--- config.mk ---
export PLATFORM = sky130hd
export DESIGN_NAME = counter_step_decoder
export DESIGN_NICKNAME = d
export VERILOG_FILES = /design/src/rtl/counter_step_decoder.sv
export SDC_FILE = /design/constraint.sdc
export NUM_CORES = 1
export LEC_CHECK = 0
export ABC_AREA = 0
export CORE_UTILIZATION = 55
export DETAILED_ROUTE_END_ITERATION = 8
export PLACE_DENSITY_LB_ADDON = 0.25
export SYNTH_ARGS = -nofsm -noshare
export SYNTH_HDL_FRONTEND = slang
export SYNTH_SLANG_ARGS = --single-unit
--- constraint.sdc ---
create_clock -name clock -period 5.55 [get_ports clock]
set_input_delay 1.11 -clock clock [delete_from_list [all_inputs] [get_ports clock]]
set_output_delay 1.11 -clock clock [all_outputs]
set_load 0.02 [all_outputs]
--- src/rtl/counter_step_decoder.sv ---
// ============================================================================
// counter_step_decoder: decodes step enable/direction from an up/down count
// stream and flags wraps, reversals and illegal jumps. Rev 1.0
// ============================================================================
`default_nettype none

module counter_step_decoder #(
  parameter int WIDTH = 4,
  parameter int ERR_W = 8
) (
  input  logic             clock,
  input  logic             reset,
  input  logic             sample_valid,
  input  logic [WIDTH-1:0] sum,
  input  logic             clear_err,
  output logic             step_valid,
  output logic             step_en,
  output logic             step_dir,
  output logic             wrap,
  output logic             dir_change,
  output logic             jump_err,
  output logic [WIDTH-1:0] run_len,
  output logic [ERR_W-1:0] err_count
);

  localparam logic [WIDTH-1:0] c_max     = '1;
  localparam logic [WIDTH-1:0] c_one     = WIDTH'(1);
  localparam logic [ERR_W-1:0] c_err_max = '1;
  localparam logic [ERR_W-1:0] c_err_one = ERR_W'(1);

  typedef enum logic [0:0] {
    S_EMPTY = 1'b0,
    S_TRACK = 1'b1
  } state_t;

  state_t           state_q, state_d;
  logic [WIDTH-1:0] prev_q, prev_d;
  logic             have_dir_q, have_dir_d;
  logic             step_valid_q, step_valid_d;
  logic             step_en_q, step_en_d;
  logic             step_dir_q, step_dir_d;
  logic             wrap_q, wrap_d;
  logic             dir_change_q, dir_change_d;
  logic             jump_err_q, jump_err_d;
  logic [WIDTH-1:0] run_len_q, run_len_d;
  logic [ERR_W-1:0] err_count_q, err_count_d;

  logic [WIDTH-1:0] w_delta;
  logic             w_up;
  logic             w_dir_change;
  logic [ERR_W-1:0] w_err_base;

  always_ff @(posedge clock or negedge reset) begin
    if (!reset) begin
      state_q      <= S_EMPTY;
      prev_q       <= '0;
      have_dir_q   <= 1'b0;
      step_valid_q <= 1'b0;
      step_en_q    <= 1'b0;
      step_dir_q   <= 1'b0;
      wrap_q       <= 1'b0;
      dir_change_q <= 1'b0;
      jump_err_q   <= 1'b0;
      run_len_q    <= '0;
      err_count_q  <= '0;
    end else begin
      state_q      <= state_d;
      prev_q       <= prev_d;
      have_dir_q   <= have_dir_d;
      step_valid_q <= step_valid_d;
      step_en_q    <= step_en_d;
      step_dir_q   <= step_dir_d;
      wrap_q       <= wrap_d;
      dir_change_q <= dir_change_d;
      jump_err_q   <= jump_err_d;
      run_len_q    <= run_len_d;
      err_count_q  <= err_count_d;
    end
  end

  always_comb begin
    state_d      = state_q;
    prev_d       = prev_q;
    have_dir_d   = have_dir_q;
    step_valid_d = 1'b0;
    step_en_d    = step_en_q;
    step_dir_d   = step_dir_q;
    wrap_d       = 1'b0;
    dir_change_d = 1'b0;
    jump_err_d   = 1'b0;
    run_len_d    = run_len_q;
    w_delta      = sum - prev_q;
    w_up         = (w_delta == c_one);
    w_dir_change = have_dir_q && (step_dir_q != w_up);
    // Clear takes effect before a same-cycle jump is counted.
    w_err_base   = clear_err ? '0 : err_count_q;
    err_count_d  = w_err_base;

    case (state_q)
      S_EMPTY: begin
        if (sample_valid) begin
          prev_d  = sum;
          state_d = S_TRACK;
        end
      end
      S_TRACK: begin
        if (sample_valid) begin
          step_valid_d = 1'b1;
          prev_d       = sum;
          if (w_delta == '0) begin
            step_en_d = 1'b0;
          end else if (w_delta == c_one || w_delta == c_max) begin
            step_en_d    = 1'b1;
            step_dir_d   = w_up;
            wrap_d       = w_up ? (prev_q == c_max) : (prev_q == '0);
            dir_change_d = w_dir_change;
            have_dir_d   = 1'b1;
            if (!have_dir_q || w_dir_change) begin
              run_len_d = c_one;
            end else if (run_len_q != c_max) begin
              run_len_d = run_len_q + c_one;
            end
          end else begin
            // Illegal jump: resync on this sample and forget direction history.
            step_en_d  = 1'b0;
            jump_err_d = 1'b1;
            have_dir_d = 1'b0;
            run_len_d  = '0;
            if (w_err_base != c_err_max) begin
              err_count_d = w_err_base + c_err_one;
            end
          end
        end
      end
      default: state_d = S_EMPTY;
    endcase
  end

  assign step_valid = step_valid_q;
  assign step_en    = step_en_q;
  assign step_dir   = step_dir_q;
  assign wrap       = wrap_q;
  assign dir_change = dir_change_q;
  assign jump_err   = jump_err_q;
  assign run_len    = run_len_q;
  assign err_count  = err_count_q;

endmodule

`default_nettype wire

---- After elaboration in Yosys (flattened, before gate mapping) ----
Index checks and enable logic that the tools add are counted.
W data, S select, Z words.
storage, ports and cells
  register bits ........................... 24
  bits in latches ......................... 0
  RAM bits ................................ 0
  memory bits (read-only) ................. 0
  input port bits ......................... 8
  output and inout bits ................... 18
  logic and storage cells ................. 60
  memories ................................ 0
operators by class
  add/sub/neg operators ................... 3
  multiply operators ...................... 0
  div/mod/pow operators ................... 0
  $lt $le $gt $ge ......................... 0
  equal/unequal tests ..................... 7
  shift operators ......................... 0
  muxes and demuxes ....................... 28
  bitwise operators ....................... 1
  reduce and logical (&&, ||, !) cells .... 10
operators with widths
  cell                   count
  $mux W8                6
  $mux W1                18
  $mux W4                4
  $add A8 B1 Y8 const B  1
  $eq A4 B4 Y1 const B   2
  $logic_not A4 Y1       2
  $ne A8 B8 Y1 const B   1
  $reduce_and A4 Y1      2
  $add A4 B1 Y4 const B  1
  $eq A4 B1 Y1 const B   1
  $ne A4 B4 Y1 const B   1
  $sub A4 B4 Y4          1
  $ne A3 B1 Y1 const B   1
  $reduce_and A3 Y1      1
  $logic_or A1 B1 Y1     2
  $reduce_and A2 Y1      1
  $logic_and A1 B1 Y1    1
  $logic_not A1 Y1       1
  $ne A1 B1 Y1           1
  $not A1 Y1             1

---- Longest topological paths before layout ----
  word-level depth ........................ 8
  gate-level depth with buffers ........... 10
  gate-level depth less buffers ........... 9

---- Worst setup path after synthesis ----
No wires, ideal clock.
  path type ............................... input-to-reg
  start point ............................. in sum[0]
  end point ............................... reg err_count_q[3] (netlist: err_count[3])
  setup time .............................. 0.127 ns
  arrival time ............................ 2.852 ns
  required time ........................... 5.423 ns
  path slack .............................. 2.570 ns
  stages .................................. 9
  buffers on the path ..................... 0
  cell sequence ........................... inv_1 ha_1 fa_1 xor2_1 nand2_1 a21oi_4 nor3b_2 and3_1 mux2_1
on the way
  word-level cells in the longest chain between the ends .. 7
  elaborated cells between the ends (all ways) .. 9
  classes of those cells .................. 1 x add/sub; 2 x eq/ne; 4 x mux; 2 x reduce/logical
ends and longest elaborated chain
  item                                          line  text
  start: declaration                            14    input logic [WIDTH-1:0] sum,
  $sub A4 B4 Y4 (*)                             92    w_delta = sum - prev_q;
  $eq A4 B1 Y1 or $eq A4 B4 Y1 (tied branches)  112   end else if (w_delta == c_one || w_delta == c_max) begin
  $logic_or A1 B1 Y1                            112
  $mux W8                                       112
  $mux W8 (*)                                   110   if (w_delta == '0) begin
  $mux W8 (*)                                   107   if (sample_valid) begin
  $mux W8 (*)                                   99    case (state_q)
  via err_count_d[3]                            46    logic [ERR_W-1:0] err_count_q, err_count_d;
  end signal: assignment                        77    err_count_q <= err_count_d;
  end: declaration                              46
Mark *: on every way through the listed nets, which the timed path passes. The rest lies on a longest branch.
A chain may end at the register's enable or synchronous reset.

---- Final worst setup path ----
Ends and elaborated chain as after synthesis.

==> reports/results.ini <==
[logic_synthesis]
synth_ff_type=dfrtp_1
syn_inst=132
post-synth-top-area-fraction_pct=44.69
synth.area.top_cells=dfrtp_1 45%, ha_1 4.7%, nand3_1 3.4%
async_flop_share_pct=100.0
synth_seq_cells=24
synth_top_area_cell=dfrtp_1
syn_nets=146
yosys-top-cells-count=24 x dfrtp_1, 9 x inv_1, 9 x nand2_1, 9 x nand3_1
netlist_area_um2=1344
synth_cell_types=41
ys_seq_area_share_pct=44.69
yosysMostFrequentCell=dfrtp_1
syn_avg_cell_area_um2=10.18
synth_edf_count=0
yosys_warnings=0

[timing]
fin_crit_ns=3.671
fmax_mhz=272.4
clock-skew-final_ns=0.004367
whs_ns=0.4858
hold_violations=0
maxSlewHeadroom_pct=26.71
fin_crit_sh_pct=66.15
drv_slew=0
setup_violations=0
rsz0062_at_grt=no
worst_slew_pin_slew_ns=1.096
fin_setup_tns_ns=0

[worst_setup_path]
cp_num_buf_inv=2
worst-path-stages=10
crit_family=simple AND/OR/NAND/NOR gates
cp.required_ns=5.77
r2r_cells=8
crit_path_max_incr_delay_ns=0.58
arrival_ns=3.89
critPathSlowestCell=nor3b_2
cp_max_fo=12
crit_chain=clkdlybuf4s50_1 -> inv_1 -> ha_1 -> fa_1 -> xor2_1 -> nand2_1 -> a21oi_4 -> nor3b_2 -> and3_1 -> mux2_1
path_class=in -> reg
critPathLaunchType=primary input
cp-end-kind=flip-flop

[cts]
cts_tree=yes
clk_pin_slew_worst_paths_ns=0.13
h-tree-depth=1
cts_hold_buf=0
ctsResizeCount=0
cts_buffers=3
cts_sinks=24
ctsLongestPathBuffers=2
post-cts-setup-buffer-count=0
cts_root_buffer=clkbuf_4
insertion_delay_ns=0.32

[power]
vdd_drop_max_mv=0.1813
power_density_nw_per_um2=269.7
p_leak_nw=0.7437

[route]
wl_per_cell_um=14.59
wl_mm=2.728
drc_errors=0
num_vias=1104
drtAntennaViolNets=0
dr.pass1.iters=4
via_per_inst=5.904
drt_iter0_drc=22

[global_routing]
overflow=0
antenna_found_initial=0
grt_use_met3_pct=2.083
grt_usage_pct=22.26
grt_busiest_layer=met2
use_met2_pct=38.96
grt_pass1_wl_mm=4.416
grt_pass1_vias=1025
use_met1_pct=28.05
grt_max_degree=25

[worst_hold_path]
whs_path_depth=1
worstHoldPathType=reg -> reg

[floorplanning]
die_w_um=51.43
start_util_pct=59.60
core_area_um2=2255
die_height_um=51.43
die_area_um2=2645
num_rows=17
ios=26

[placed_design]
io_buffers=25
globalplace.congestion=0.7843
hpwlAfterDp_mm=2.083

[cells_and_area]
area_growth_syn_to_layout_pct=22.81
ff_latch_area_um2=600.6
multi_input_area_um2=694.4
nets=174
drive_above_1_share_pct=8.805
antennaDiodeCount=0
nFillCells=186

[status]
status=completed

[run]
cap_viol_max_count=0

==> flip-flops by register name (all words and copies together), names as in the netlist <==
register    count
err_count       8
have_dir_q      1
dir_change      1
run_len         4
step_en         1
jump_err        1
step_valid      1
state_q         1
step_dir        1
wrap            1
prev_q          4
==> metal layers <==
metal,routed length (µm),vias up
met2,1400,25
li1,-,527
met5,0,-
met3,79,5
met4,42,0
met1,1206,547
==> cell usage in the layout (no fill, tap or decap), types with 3 or more instances in the layout <==
| master | netlist | routed |
|---|---|---|
| a21o_1 | 3 | 3 |
| a21oi_1 | 7 | 7 |
| a31oi_1 | 6 | 6 |
| and2_1 | 3 | 3 |
| and3_1 | 4 | 4 |
| clkbuf_4 | 0 | 3 |
| clkdlybuf4s50_1 | 0 | 25 |
| dfrtp_1 | 24 | 24 |
| ha_1 | 5 | 5 |
| inv_1 | 9 | 9 |
| nand2_1 | 9 | 9 |
| nand3_1 | 9 | 9 |
| nor2_1 | 5 | 5 |
| nor2b_1 | 7 | 7 |
| o21ai_0 | 4 | 4 |
| xnor2_1 | 4 | 4 |
==> power breakdown <==
| part | leakage [nW] | internal, mW | switching (mW) |
|---|---|---|---|
| combinational | 0.412 | 0.0630 | 0.0773 |
| sequential | 0.311 | 0.193 | 0.0190 |
| clock | 0.0210 | 0.0402 | 0.0528 |
==> layout make-up <==
cell class                 count  area share, %
clock buffer                   4          2.199
inverter                       9          2.047
multi-input combinational     97          42.08
sequential                    24          36.39
tap                           28          2.123
timing repair buffer          25          15.16
==> worst register-to-register path, cell delays in order (launching register included) <==
cell,delay [ns]
dfrtp_1,0.47
inv_1,0.08
ha_1,0.27
and3b_1,0.17
o21ai_1,0.44
a21oi_4,0.14
nor3b_2,0.58
and3_1,0.27
mux2_1,0.32
==> worst paths after layout <==
kind                                      to  startpoint  slack, ns
worst max-delay path            err_count[3]      sum[0]       1.88
worst min-delay path                 state_q     state_q       0.49
worst max register to register  err_count[3]   prev_q[1]       2.71
worst min register to register       state_q     state_q       0.49
max in group asynchronous         run_len[3]       reset       3.53
min in group asynchronous           jump_err       reset       1.36
==> stage by stage <==
| step | setup slack [ns] | total power, mW | cell area [µm²] | std cells | util [%] |
|---|---|---|---|---|---|
| CTS | 1.898 | 0.4465 | 1650 | 187 | 73.20 |
| floorplan | 2.570 | 0.3015 | 1344 | 132 | - |
| global route | 1.711 | 0.4649 | 1650 | 187 | 73.20 |
| finish | 1.879 | 0.4451 | 1650 | 187 | 73.20 |
| detailed placement | 1.548 | 0.3549 | 1614 | 183 | 71.59 |
| global placement | 1.676 | 0.3482 | 1614 | 183 | 71.59 |
==> cells by family after synthesis <==
group | Yosys count | share of synthesized area, %
muxes | 6 | 4.842
AOI/OAI and AO/OA | 29 | 15.46
buffers and inverters | 11 | 3.631
and+or+nand+nor | 51 | 21.97
adders and majority gates | 6 | 6.145
DFF | 24 | 44.69
xor gates and xnor gates | 5 | 3.259
(Power assumes the default switching activity.)
